<file path="src/rtl/instr_encoder_if.sv">
// Request/instruction-memory bundle between a producer and instr_encoder.
// Latency: none, wiring only.
// Backpressure: in_ready from the encoder gates request acceptance.
interface instr_encoder_if #(
  parameter int ADDR_W = 6
);
  logic              in_valid;
  logic              in_ready;
  logic [3:0]        op_sel;
  logic [4:0]        rs;
  logic [4:0]        rt;
  logic [4:0]        rd;
  logic [15:0]       imm;
  logic [25:0]       target;
  logic              imem_we;
  logic [ADDR_W-1:0] imem_addr;
  logic [31:0]       imem_wdata;
  logic [ADDR_W:0]   count;
  logic              full;
  logic              err;

  // Producer side: drives requests, observes the memory write port and status.
  modport master (
    output in_valid, op_sel, rs, rt, rd, imm, target,
    input  in_ready, imem_we, imem_addr, imem_wdata, count, full, err
  );

  // Encoder side.
  modport slave (
    input  in_valid, op_sel, rs, rt, rd, imm, target,
    output in_ready, imem_we, imem_addr, imem_wdata, count, full, err
  );
endinterface

</file>
<file path="src/rtl/instr_encoder.sv">
// Encodes MIPS-style instruction descriptions and writes them sequentially into instruction memory.
// Latency: accept at edge N, imem_we high in the cycle after edge N; one word per 2 cycles at best.
// Backpressure: in_ready low while writing, when full, or during clear; illegal ops only set err.
module instr_encoder #(
  parameter int ADDR_W = 6
) (
  input  logic           clk,
  input  logic           reset,
  input  logic           clear,
  instr_encoder_if.slave bus
);

  typedef enum logic {
    IDLE  = 1'b0,
    WRITE = 1'b1
  } state_t;

  state_t            state_q, state_d;
  logic [ADDR_W-1:0] wr_ptr_q, wr_ptr_d;
  logic [ADDR_W:0]   count_q, count_d;
  logic              full_q, full_d;
  logic              err_q, err_d;
  logic [31:0]       word_q, word_d;
  logic [31:0]       enc_word;
  logic              enc_legal;
  logic              accept;

  // Combinational instruction encoding; op_sel 10-15 are flagged illegal.
  always_comb begin
    enc_word  = 32'h0;
    enc_legal = 1'b1;
    case (bus.op_sel)
      4'd0:    enc_word = {6'h00, bus.rs, bus.rt, bus.rd, 5'h00, 6'h20};
      4'd1:    enc_word = {6'h00, bus.rs, bus.rt, bus.rd, 5'h00, 6'h22};
      4'd2:    enc_word = {6'h00, bus.rs, bus.rt, bus.rd, 5'h00, 6'h24};
      4'd3:    enc_word = {6'h00, bus.rs, bus.rt, bus.rd, 5'h00, 6'h25};
      4'd4:    enc_word = {6'h00, bus.rs, bus.rt, bus.rd, 5'h00, 6'h2A};
      4'd5:    enc_word = {6'h23, bus.rs, bus.rt, bus.imm};
      4'd6:    enc_word = {6'h2B, bus.rs, bus.rt, bus.imm};
      4'd7:    enc_word = {6'h04, bus.rs, bus.rt, bus.imm};
      4'd8:    enc_word = {6'h08, bus.rs, bus.rt, bus.imm};
      4'd9:    enc_word = {6'h02, bus.target};
      default: enc_legal = 1'b0;
    endcase
  end

  assign bus.in_ready   = (state_q == IDLE) & ~full_q & ~clear;
  assign accept         = bus.in_valid & bus.in_ready;
  // A clear or reset landing on the write cycle drops the pending write.
  assign bus.imem_we    = (state_q == WRITE) & ~clear & ~reset;
  assign bus.imem_addr  = wr_ptr_q;
  assign bus.imem_wdata = word_q;
  assign bus.count      = count_q;
  assign bus.full       = full_q;
  assign bus.err        = err_q;

  // Next-state logic: clear restarts everything, otherwise accept -> WRITE -> IDLE.
  always_comb begin
    state_d  = state_q;
    wr_ptr_d = wr_ptr_q;
    count_d  = count_q;
    full_d   = full_q;
    err_d    = err_q;
    word_d   = word_q;
    if (clear) begin
      state_d  = IDLE;
      wr_ptr_d = '0;
      count_d  = '0;
      full_d   = 1'b0;
      err_d    = 1'b0;
    end else begin
      case (state_q)
        IDLE: begin
          if (accept) begin
            if (enc_legal) begin
              word_d  = enc_word;
              state_d = WRITE;
            end else begin
              err_d = 1'b1;
            end
          end
        end
        WRITE: begin
          wr_ptr_d = wr_ptr_q + 1'b1;
          count_d  = count_q + 1'b1;
          if (&wr_ptr_q) begin
            full_d = 1'b1;
          end
          state_d = IDLE;
        end
        default: state_d = IDLE;
      endcase
    end
  end

  // State registers with synchronous reset taking priority over everything.
  always_ff @(posedge clk) begin
    if (reset) begin
      state_q  <= IDLE;
      wr_ptr_q <= '0;
      count_q  <= '0;
      full_q   <= 1'b0;
      err_q    <= 1'b0;
      word_q   <= 32'h0;
    end else begin
      state_q  <= state_d;
      wr_ptr_q <= wr_ptr_d;
      count_q  <= count_d;
      full_q   <= full_d;
      err_q    <= err_d;
      word_q   <= word_d;
    end
  end

endmodule
</file>
<file path="src/flat_wrapper.sv">
// flat-port wrapper written by rule: the top's interface ports become plain ports
module instr_encoder_flat 
#(
  parameter int ADDR_W = 6
)
  (clk, reset, clear, bus_in_valid, bus_op_sel, bus_rs, bus_rt, bus_rd, bus_imm, bus_target, bus_in_ready, bus_imem_we, bus_imem_addr, bus_imem_wdata, bus_count, bus_full, bus_err);
  instr_encoder_if #(.ADDR_W(ADDR_W)) bus_i ();
  input  logic clk;
  input  logic reset;
  input  logic clear;
  input wire logic [$bits(bus_i.in_valid)-1:0] bus_in_valid;
  input wire logic [$bits(bus_i.op_sel)-1:0] bus_op_sel;
  input wire logic [$bits(bus_i.rs)-1:0] bus_rs;
  input wire logic [$bits(bus_i.rt)-1:0] bus_rt;
  input wire logic [$bits(bus_i.rd)-1:0] bus_rd;
  input wire logic [$bits(bus_i.imm)-1:0] bus_imm;
  input wire logic [$bits(bus_i.target)-1:0] bus_target;
  output wire logic [$bits(bus_i.in_ready)-1:0] bus_in_ready;
  output wire logic [$bits(bus_i.imem_we)-1:0] bus_imem_we;
  output wire logic [$bits(bus_i.imem_addr)-1:0] bus_imem_addr;
  output wire logic [$bits(bus_i.imem_wdata)-1:0] bus_imem_wdata;
  output wire logic [$bits(bus_i.count)-1:0] bus_count;
  output wire logic [$bits(bus_i.full)-1:0] bus_full;
  output wire logic [$bits(bus_i.err)-1:0] bus_err;
  assign bus_i.in_valid = bus_in_valid;
  assign bus_i.op_sel = bus_op_sel;
  assign bus_i.rs = bus_rs;
  assign bus_i.rt = bus_rt;
  assign bus_i.rd = bus_rd;
  assign bus_i.imm = bus_imm;
  assign bus_i.target = bus_target;
  assign bus_in_ready = bus_i.in_ready;
  assign bus_imem_we = bus_i.imem_we;
  assign bus_imem_addr = bus_i.imem_addr;
  assign bus_imem_wdata = bus_i.imem_wdata;
  assign bus_count = bus_i.count;
  assign bus_full = bus_i.full;
  assign bus_err = bus_i.err;
  instr_encoder #(.ADDR_W(ADDR_W)) u_core (.clk(clk), .reset(reset), .clear(clear), .bus(bus_i));
endmodule
</file>
<file path="config.mk">
export PLATFORM = sky130hd
export DESIGN_NAME = instr_encoder_flat
export DESIGN_NICKNAME = d
export VERILOG_FILES = /design/src/rtl/instr_encoder_if.sv /design/src/rtl/instr_encoder.sv /design/src/flat_wrapper.sv
export SDC_FILE = /design/constraint.sdc
export NUM_CORES = 1
export LEC_CHECK = 0
export BUFFER_PORTS_ARGS = -buffer_cell sky130_fd_sc_hd__buf_2
export CAP_MARGIN = 5
export CORE_MARGIN = 2
export CORE_UTILIZATION = 45
export CTS_CLUSTER_DIAMETER = 120
export DETAILED_ROUTE_END_ITERATION = 10
export HOLD_SLACK_MARGIN = 0.02
export PLACE_DENSITY = 0.88
export SYNTH_ARGS = -nofsm -noshare
export SYNTH_HDL_FRONTEND = slang
export SYNTH_SLANG_ARGS = --single-unit
</file>
<file path="constraint.sdc">
create_clock -name clk -period 1.9 [get_ports clk]
set_input_delay 0.38 -clock clk [delete_from_list [all_inputs] [get_ports clk]]
set_output_delay 0.38 -clock clk [all_outputs]
set_load 0.03 [all_outputs]
</file>
* Word level (Yosys, flattened, before mapping)
Cells that the tools add are included.
** Storage, ports and cells
- Memories kept :: 0
- Bits in latches :: 0
- Bits in registers :: 48
- Word-level logic and storage cells :: 38
- Input bits :: 65
- Memory bits (writable) :: 0
- Memory bits (read-only) :: 0
- Output and inout port bits :: 49
** Operators by class
- Multipliers :: 0
- Order comparisons :: 0
- Add/subtract/negate cells :: 2
- Divide/modulo/power cells :: 0
- Bitwise gates (word level) :: 10
- Mux-type cells :: 5
- Equal/unequal tests :: 9
- Reduce and logical (&&, ||, !) cells :: 6
- Shift operators :: 0
** Operators by type and width (number)
- 32-bit case mux with 10 select lines :: 1
- 4-bit by 3-bit == test with 1-bit output (second input constant) :: 4
- 10-bit OR reduction :: 1
- 4-bit by 2-bit == test with 1-bit output (second input constant) :: 2
- 4-bit == test (second input constant) :: 2
- 7-bit by 1-bit adder with 7-bit output (second input constant) :: 1
- 7-bit AND reduction :: 1
- 6-bit by 1-bit adder with 6-bit output (second input constant) :: 1
- 1-bit AND :: 5
- 1-bit NOT :: 5
- 4-bit by 1-bit == test with 1-bit output (second input constant) :: 1
- 4-bit zero test :: 1
- 4-bit AND reduction :: 1
- 1-bit 2-to-1 mux :: 3
- 3-bit AND reduction :: 1
- 1-bit case mux with 2 select lines :: 1
- 2-bit OR reduction :: 1

* Longest topological paths before layout
Gate-level depths: netlist of the first run.
- Depth in word-level cells :: 6
- Mapped depth :: 7
- Gate-level depth less buffers :: 4

* Least setup slack after synthesis of the first run
Ideal clock, no wire load.
- Path kind :: input port to output port
- Start :: input port reset
- End :: output port bus_imem_we
- Path slack :: -0.078 ns
- Arrival time :: 1.598 ns
- Buffers on the path :: 3
- Stages on the path :: 5
- Data required time :: 1.520 ns
- Cell sequence :: clkbuf_1 or2_2 clkbuf_1 clkbuf_1 nor2_1
** On the way
- Cells in the longest elaborated chain, start to end :: 2
** Ends and longest elaborated chain
- from (decl) :: RTL line flat_wrapper.sv:9 : input logic reset;
- 1-bit NOT :: RTL line instr_encoder.sv:50 : assign bus.imem_we = (state_q == WRITE) & ~clear & ~reset;
- 1-bit AND :: RTL line instr_encoder.sv:50
- to (decl) :: RTL line flat_wrapper.sv:19 : output wire logic [$bits(bus_i.imem_we)-1:0] bus_imem_we;
Every way passes these cells.

* Worst setup path after layout of the first run
- Start :: input port bus_op_sel[2]
- End :: register u_core.word_q[23] (netlist: u_core.bus.imem_wdata[23])
** On the way
- Cells in the longest elaborated chain, start to end :: 4
- Elaborated cells between the ends (all ways) :: 14
- Those cells by class :: eq/ne: 9; mux: 2; reduce/logical: 3
** Ends and longest elaborated chain
- from (decl) :: RTL line flat_wrapper.sv:12 : input wire logic [$bits(bus_i.op_sel)-1:0] bus_op_sel;
- 4-bit by 1-bit == test with 1-bit output, or another cell as far along :: RTL line instr_encoder.sv:32 : case (bus.op_sel)
- 10-bit OR reduction (no line)
- 1-bit 2-to-1 mux :: RTL line instr_encoder.sv:32
- 4-bit AND reduction (no line)
- to (signal assigned) :: RTL line instr_encoder.sv:111 : word_q <= word_d;
- to (decl) :: RTL line instr_encoder.sv:23 : logic [31:0] word_q, word_d;
Several ways; a longest one is shown, not always the timed one.
A chain may end at the register's enable or synchronous reset.

==> impl_metrics.tcl, run 1 <==
set metrics [dict create \
    ys.flop_type "dfxtp_1" \
    utilization 0.631 \
    yosysTopAreaCell "dfxtp_1" \
    hold_ws_ps 343 \
    clk_path_buf_depth 2 \
    via_per_inst 5.62 \
    port_buffers 112 \
    pwr_density_cell_nw_per_um2 708 \
    cts_max_level 2 \
    fin_skew_ps 6.56 \
    synth_most_common_cell "dfxtp_1" \
    ys_seq_area_frac 0.402 \
    numCtsBuffers 5 \
    pre_cts_slack_ps 1.63 \
    syn2layout_area_growth_pct 32.6 \
    worst_r2r_endpoint "u_core.bus.imem_wdata[5]" \
    synthDominantCellAreaShare 0.402 \
    place_area_um2 2930 \
    grt.overflow.total 0 \
    ant_nets 0 \
    drv_slew 0 \
    max-cap-violations 0 \
    nNetsFinal 453 \
    synth_cell_types 41 \
    fmaxAchievable_mhz 610 \
    cts.repair.resized 0 \
    yosysWarningCount 0 \
    synthCells 276 \
    dieArea_um2 5680 \
    required_ps 2110 \
    combPwrFrac 0.195 \
    min_from "bus_target[25]" \
    diodes 0 \
    die_w_um 75.4 \
    outcome "complete, no violations" \
    coreArea_um2 4820 \
    antenna_found_initial 0 \
    insertion_delay_ps 290 \
    numClockSinks 46 \
    hold_viol_final 0 \
    syn_area_um2 2290 \
    cts-root-buf "clkbuf_8" \
    routed_wl_um 6660 \
    synthesis.nets 343 \
    path_clk_slew_ps 90 \
    synth_seq_cells 46 \
    clkPwrFrac 0.331 \
    power.share.switching 0.277 \
    cts_hold_buf 0 \
    cts_tree "yes" \
    min_to "u_core.bus.imem_wdata[25]" \
    worst_slew_pin_slew_ps 1020 \
    worstSetupStartpointType "input port" \
    grt_usage 0.228 \
    hold_path_class "input port to register" \
    synth.area.top_cells "dfxtp_1 40%, o21ai_0 7.2%, a221oi_1 6.5%" \
    syn_avg_cell_area_um2 8.31 \
    crit_type "input port to register" \
    start_util 0.476 \
    setup_tns_ps 0 \
    min_period_ps 1640 \
    async_flop_share 0 \
    period_share 0.862 \
    relSlewSlack 0.321 \
    p_switching_mw 0.598 \
    synth-edff-count 0 \
    io_pins 114 \
    setup_violations 0 \
    drive_above_1_share 0.364 \
    place_congestion 0.814 \
    critPathMaxFanout 16 \
    intPower_mw 1.56 \
    vdd_ir_drop_max_uv 380 \
    seqPwrFrac 0.474 \
    dp_hpwl_um 5010 \
    die-height_um 75.4 \
    rrSetupSlack_ps 390 \
    grt_max_degree 22 \
    synth_common_cells "46 x dfxtp_1, 38 x nor2_1, 33 x o21ai_0" \
    rsz0062_at_grt "false" \
    grt_first_pass_wirelength_um 10100 \
    rows 25 \
    drt_iter0_drc 268 \
    postCtsSetupRepairBufs 0 \
    worstRegToRegCells 5 \
    setup_ws_ps 261 \
    num_vias 2551 \
    grt_pass1_vias 2235 \
    design_area_um2 3040 \
    r2r_start "u_core.bus.full" \
    cp.arrival_ps 1850 \
    routedWlPerCell_um 14.7 \
    p_leak_nw 1.39 \
    firstDrtPassIters 4 \
    drcViolationCount 0 \
    whs_path_depth 3 \
    critPathCaptureType "register" \
]
## layer usage
| layer | routed length, µm | part of all wire | up-vias | global-route usage |
|---|---|---|---|---|
| met5 | 0 | 0 | - | 0 |
| met4 | 64 | 0.0096 | 0 | 0.0565 |
| met3 | 655 | 0.098 | 12 | 0.0556 |
| met2 | 3110 | 0.47 | 138 | 0.381 |
| met1 | 2830 | 0.42 | 1175 | 0.298 |
| li1 | - | - | 1226 | - |
## cell families after synthesis
family          share of synthesized area
compound gates                      0.275
simple gates                        0.197
flops                               0.402
buf+inv                            0.0628
xor+xnor                           0.0382
mux                                0.0131
fa+ha+maj                          0.0109
other cells                       0.00164
## power groups by stage
stage                     logic [mW]  clock network (mW)  registers (mW)
after floorplan                0.183                   0            1.11
after global placement         0.408                   0            1.04
after detailed placement       0.415                   0            1.04
after CTS                      0.416               0.720            1.02
after global routing           0.455               0.760            1.02
final                          0.420               0.714            1.02
## flip-flops by register name, summed over array words and instances (netlist names)
signal / count
u_core.bus.full: 1
u_core.bus.imem_addr: 6
u_core.bus.count: 7
u_core.state_q: 1
u_core.bus.err: 1
u_core.bus.imem_wdata: 30
## worst max-delay path by stage
| stage | start | end | slack (ps) | depth (start not counted) |
|---|---|---|---|---|
| after floorplan | reset | bus_imem_we | 50 | 5 |
| after global placement | bus_op_sel[2] | u_core.bus.imem_wdata[23] | 60 | 5 |
| after detailed placement | bus_op_sel[2] | u_core.bus.imem_wdata[23] | 2 | 5 |
| after CTS | u_core.state_q | bus_imem_we | 260 | 4 |
| after global routing | bus_op_sel[2] | u_core.bus.imem_wdata[23] | 110 | 5 |
| final | bus_op_sel[2] | u_core.bus.imem_wdata[23] | 260 | 5 |
## critical path: stages
cell and delay, ps:
buf_2 120, nand2b_1 170, nor2_1 790, a221oi_1 220
nor3_1 170
## layout make-up
type	count	area, µm²
Sequential cell	46	921
Inverter	6	22.5
Clock inverter	2	37.5
Tap cell	67	83.8
Clock buffer	6	72.6
Timing Repair Buffer	127	673
Multi-Input combinational cell	200	1230
Fill cell	450	1780
## metrics by stage
step	instances	power (mW)
finish	454	2.15
global route	454	2.24
CTS	454	2.16
detailed placement	446	1.46
global placement	446	1.45
floorplan	276	1.30
## layout by cell type, fill, tap and decap left out, types with 2 or more instances in the layout
cell       instances
nor2_2             2
o21ai_0           33
ha_1               2
mux2i_1            3
xnor2_1            3
nand4_1            5
a2bb2oi_1          5
a32o_1             5
a31oi_1           14
xor2_1             7
clkbuf_8           5
buf_4             15
or3_1              2
nand4b_1           2
nand2b_1           5
inv_1              6
nor3_1             6
dfxtp_1           46
buf_2            112
a32oi_1            2
nor2_1            37
and2_1             2
nor2b_1            7
a21oi_1           12
a221oi_1          17
nand2_1           16
Note: power is estimated with default switching activity, not from simulation.
==> run 2, diff against run 1 <==
--- a/config.mk
+++ b/config.mk
@@ -8,11 +8,12 @@
 export BUFFER_PORTS_ARGS = -buffer_cell sky130_fd_sc_hd__buf_2
 export CAP_MARGIN = 5
 export CORE_MARGIN = 2
-export CORE_UTILIZATION = 45
+export CORE_UTILIZATION = 46
 export CTS_CLUSTER_DIAMETER = 120
 export DETAILED_ROUTE_END_ITERATION = 10
+export GPL_ROUTABILITY_DRIVEN = 0
 export HOLD_SLACK_MARGIN = 0.02
-export PLACE_DENSITY = 0.88
+export PLACE_DENSITY = 0.89
 export SYNTH_ARGS = -nofsm -noshare
 export SYNTH_HDL_FRONTEND = slang
 export SYNTH_SLANG_ARGS = --single-unit
==> run 2 against run 1 <==
Against the previous run:
- via count increased by 1.0%
- register-to-register slack improved by 20 ps
- largest cell class unchanged
- flip-flop and latch count unchanged
- worst hold slack lost 19 ps
- die area fell by 2.1%
- core utilization rose by 1.3 points
- worst setup slack got worse by 10 ps
- non-clock buffer count increased by 5
==> impl_metrics.tcl, run 2 (same netlist as run 1, synthesis figures left out) <==
set metrics [dict create \
    cts_hold_buf 0 \
    numClockSinks 46 \
    combPwrFrac 0.207 \
    die-height_um 74.6 \
    hold_path_class "input port to register" \
    p_leak_nw 1.41 \
    syn2layout_area_growth_pct 33.6 \
    min_period_ps 1650 \
    worst_r2r_endpoint "u_core.bus.imem_wdata[26]" \
    p_switching_mw 0.639 \
    grt_pass1_vias 2270 \
    drt_iter0_drc 243 \
    min_from "bus_imm[10]" \
    final_common_cell "buf_2" \
    rsz0062_at_grt "false" \
    intPower_mw 1.44 \
    grt_max_degree 22 \
    numCtsBuffers 5 \
    min_to "u_core.bus.imem_wdata[10]" \
    critPathMaxFanout 13 \
    place_area_um2 2970 \
    clk_path_buf_depth 2 \
    drive_above_1_share 0.375 \
    pwr_density_cell_nw_per_um2 678 \
    rows 25 \
    firstDrtPassIters 5 \
    postCtsSetupRepairBufs 0 \
    utilization 0.644 \
    worstSetupStartpointType "register" \
    nNetsFinal 458 \
    cts_tree "yes" \
    final_cell_mix "112 x buf_2, 46 x dfxtp_1, 37 x nor2_1" \
    diodes 0 \
    period_share 0.868 \
    nFillCells 429 \
    relSlewSlack 0.338 \
    port_buffers 112 \
    setup_tns_ps 0 \
    cts_max_level 2 \
    fmaxAchievable_mhz 606 \
    path_clk_slew_ps 90 \
    r2r_start "u_core.bus.full" \
    cp.arrival_ps 1270 \
    setup_violations 0 \
    insertion_delay_ps 310 \
    ant_nets 0 \
    io_pins 114 \
    rrSetupSlack_ps 410 \
    dp_hpwl_um 5030 \
    grt_usage 0.235 \
    num_vias 2577 \
    outcome "complete, no violations" \
    crit_type "register to output port" \
    whs_path_depth 3 \
    largest_register_ffs 30 \
    power.share.switching 0.308 \
    worstRegToRegCells 5 \
    grt.overflow.total 0 \
    required_ps 1520 \
    vdd_ir_drop_max_uv 404 \
    hold_ws_ps 324 \
    via_per_inst 5.61 \
    start_util 0.482 \
    grt_first_pass_wirelength_um 10200 \
    clkPwrFrac 0.302 \
    cts-root-buf "clkbuf_8" \
    max-cap-violations 0 \
    critPathCaptureType "output port" \
    die_w_um 74.6 \
    seqPwrFrac 0.491 \
    hold_viol_final 0 \
    design_area_um2 3060 \
    worst_slew_pin_slew_ps 989 \
    routed_wl_um 6750 \
    drv_slew 0 \
    fin_skew_ps 10.8 \
    dieArea_um2 5560 \
    routedWlPerCell_um 14.7 \
    antenna_found_initial 0 \
    drcViolationCount 0 \
    coreArea_um2 4750 \
    cts.repair.resized 0 \
]
run 2: cell count changes in the layout (fill, tap and decap cells not counted), sizes merged:
cell,change
buf,+5
bufinv,-1
clkbuf,-1
clkinv,+1
inv,+1
run 2: final cells by class:
cell class	instances	area, µm²	share of cell area
Multi-Input combinational cell	200	1230	0.402
Sequential cell	46	921	0.301
Timing Repair Buffer	132	711	0.232
Tap cell	67	83.8	0.0274
Clock buffer	5	68.8	0.0225
Clock inverter	3	25.0	0.00817
Inverter	6	22.5	0.00736
run 2: through the flow:
step | cells | total power, mW | setup WS, ps
floorplan | 276 | 1.30 | 49.2
global placement | 451 | 1.46 | 77.3
detailed placement | 451 | 1.47 | -21.8
CTS | 459 | 2.09 | 242
global route | 459 | 2.17 | 114
finish | 459 | 2.08 | 251
run 2: worst max-delay path, stage by stage, from the launching register on:
cell and delay (ps):
dfxtp_1 380, buf_4 220, inv_1 70, nor2_2 90
buf_2 190
run 2: how the worst max path moves through the flow:
stage / from / endpoint / cells past startpoint
5_1_grt: bus_op_sel[2] / u_core.bus.imem_wdata[23] / 5
6_report: u_core.state_q / bus_imem_we / 4
3_5_place_dp: bus_op_sel[2] / u_core.bus.imem_wdata[23] / 5
3_3_place_gp: bus_op_sel[1] / u_core.bus.imem_wdata[23] / 5
4_1_cts: u_core.state_q / bus_imem_we / 4
2_1_floorplan: reset / bus_imem_we / 5
run 2: power groups by stage:
stage               clock network (mW)  registers, mW  logic (mW)
floorplan                            0           1.11       0.183
global placement                     0           1.04       0.417
detailed placement                   0           1.04       0.423
CTS                              0.646           1.02       0.425
global route                     0.680           1.02       0.464
finish                           0.627           1.02       0.429
run 2: metal layers:
metal | track usage | routed length, µm | up-vias
met5 | 0 | 0 | -
met3 | 0.0718 | 763 | 23
met1 | 0.288 | 2680 | 1160
met2 | 0.387 | 3150 | 158
li1 | - | - | 1236
met4 | 0.0913 | 153 | 0
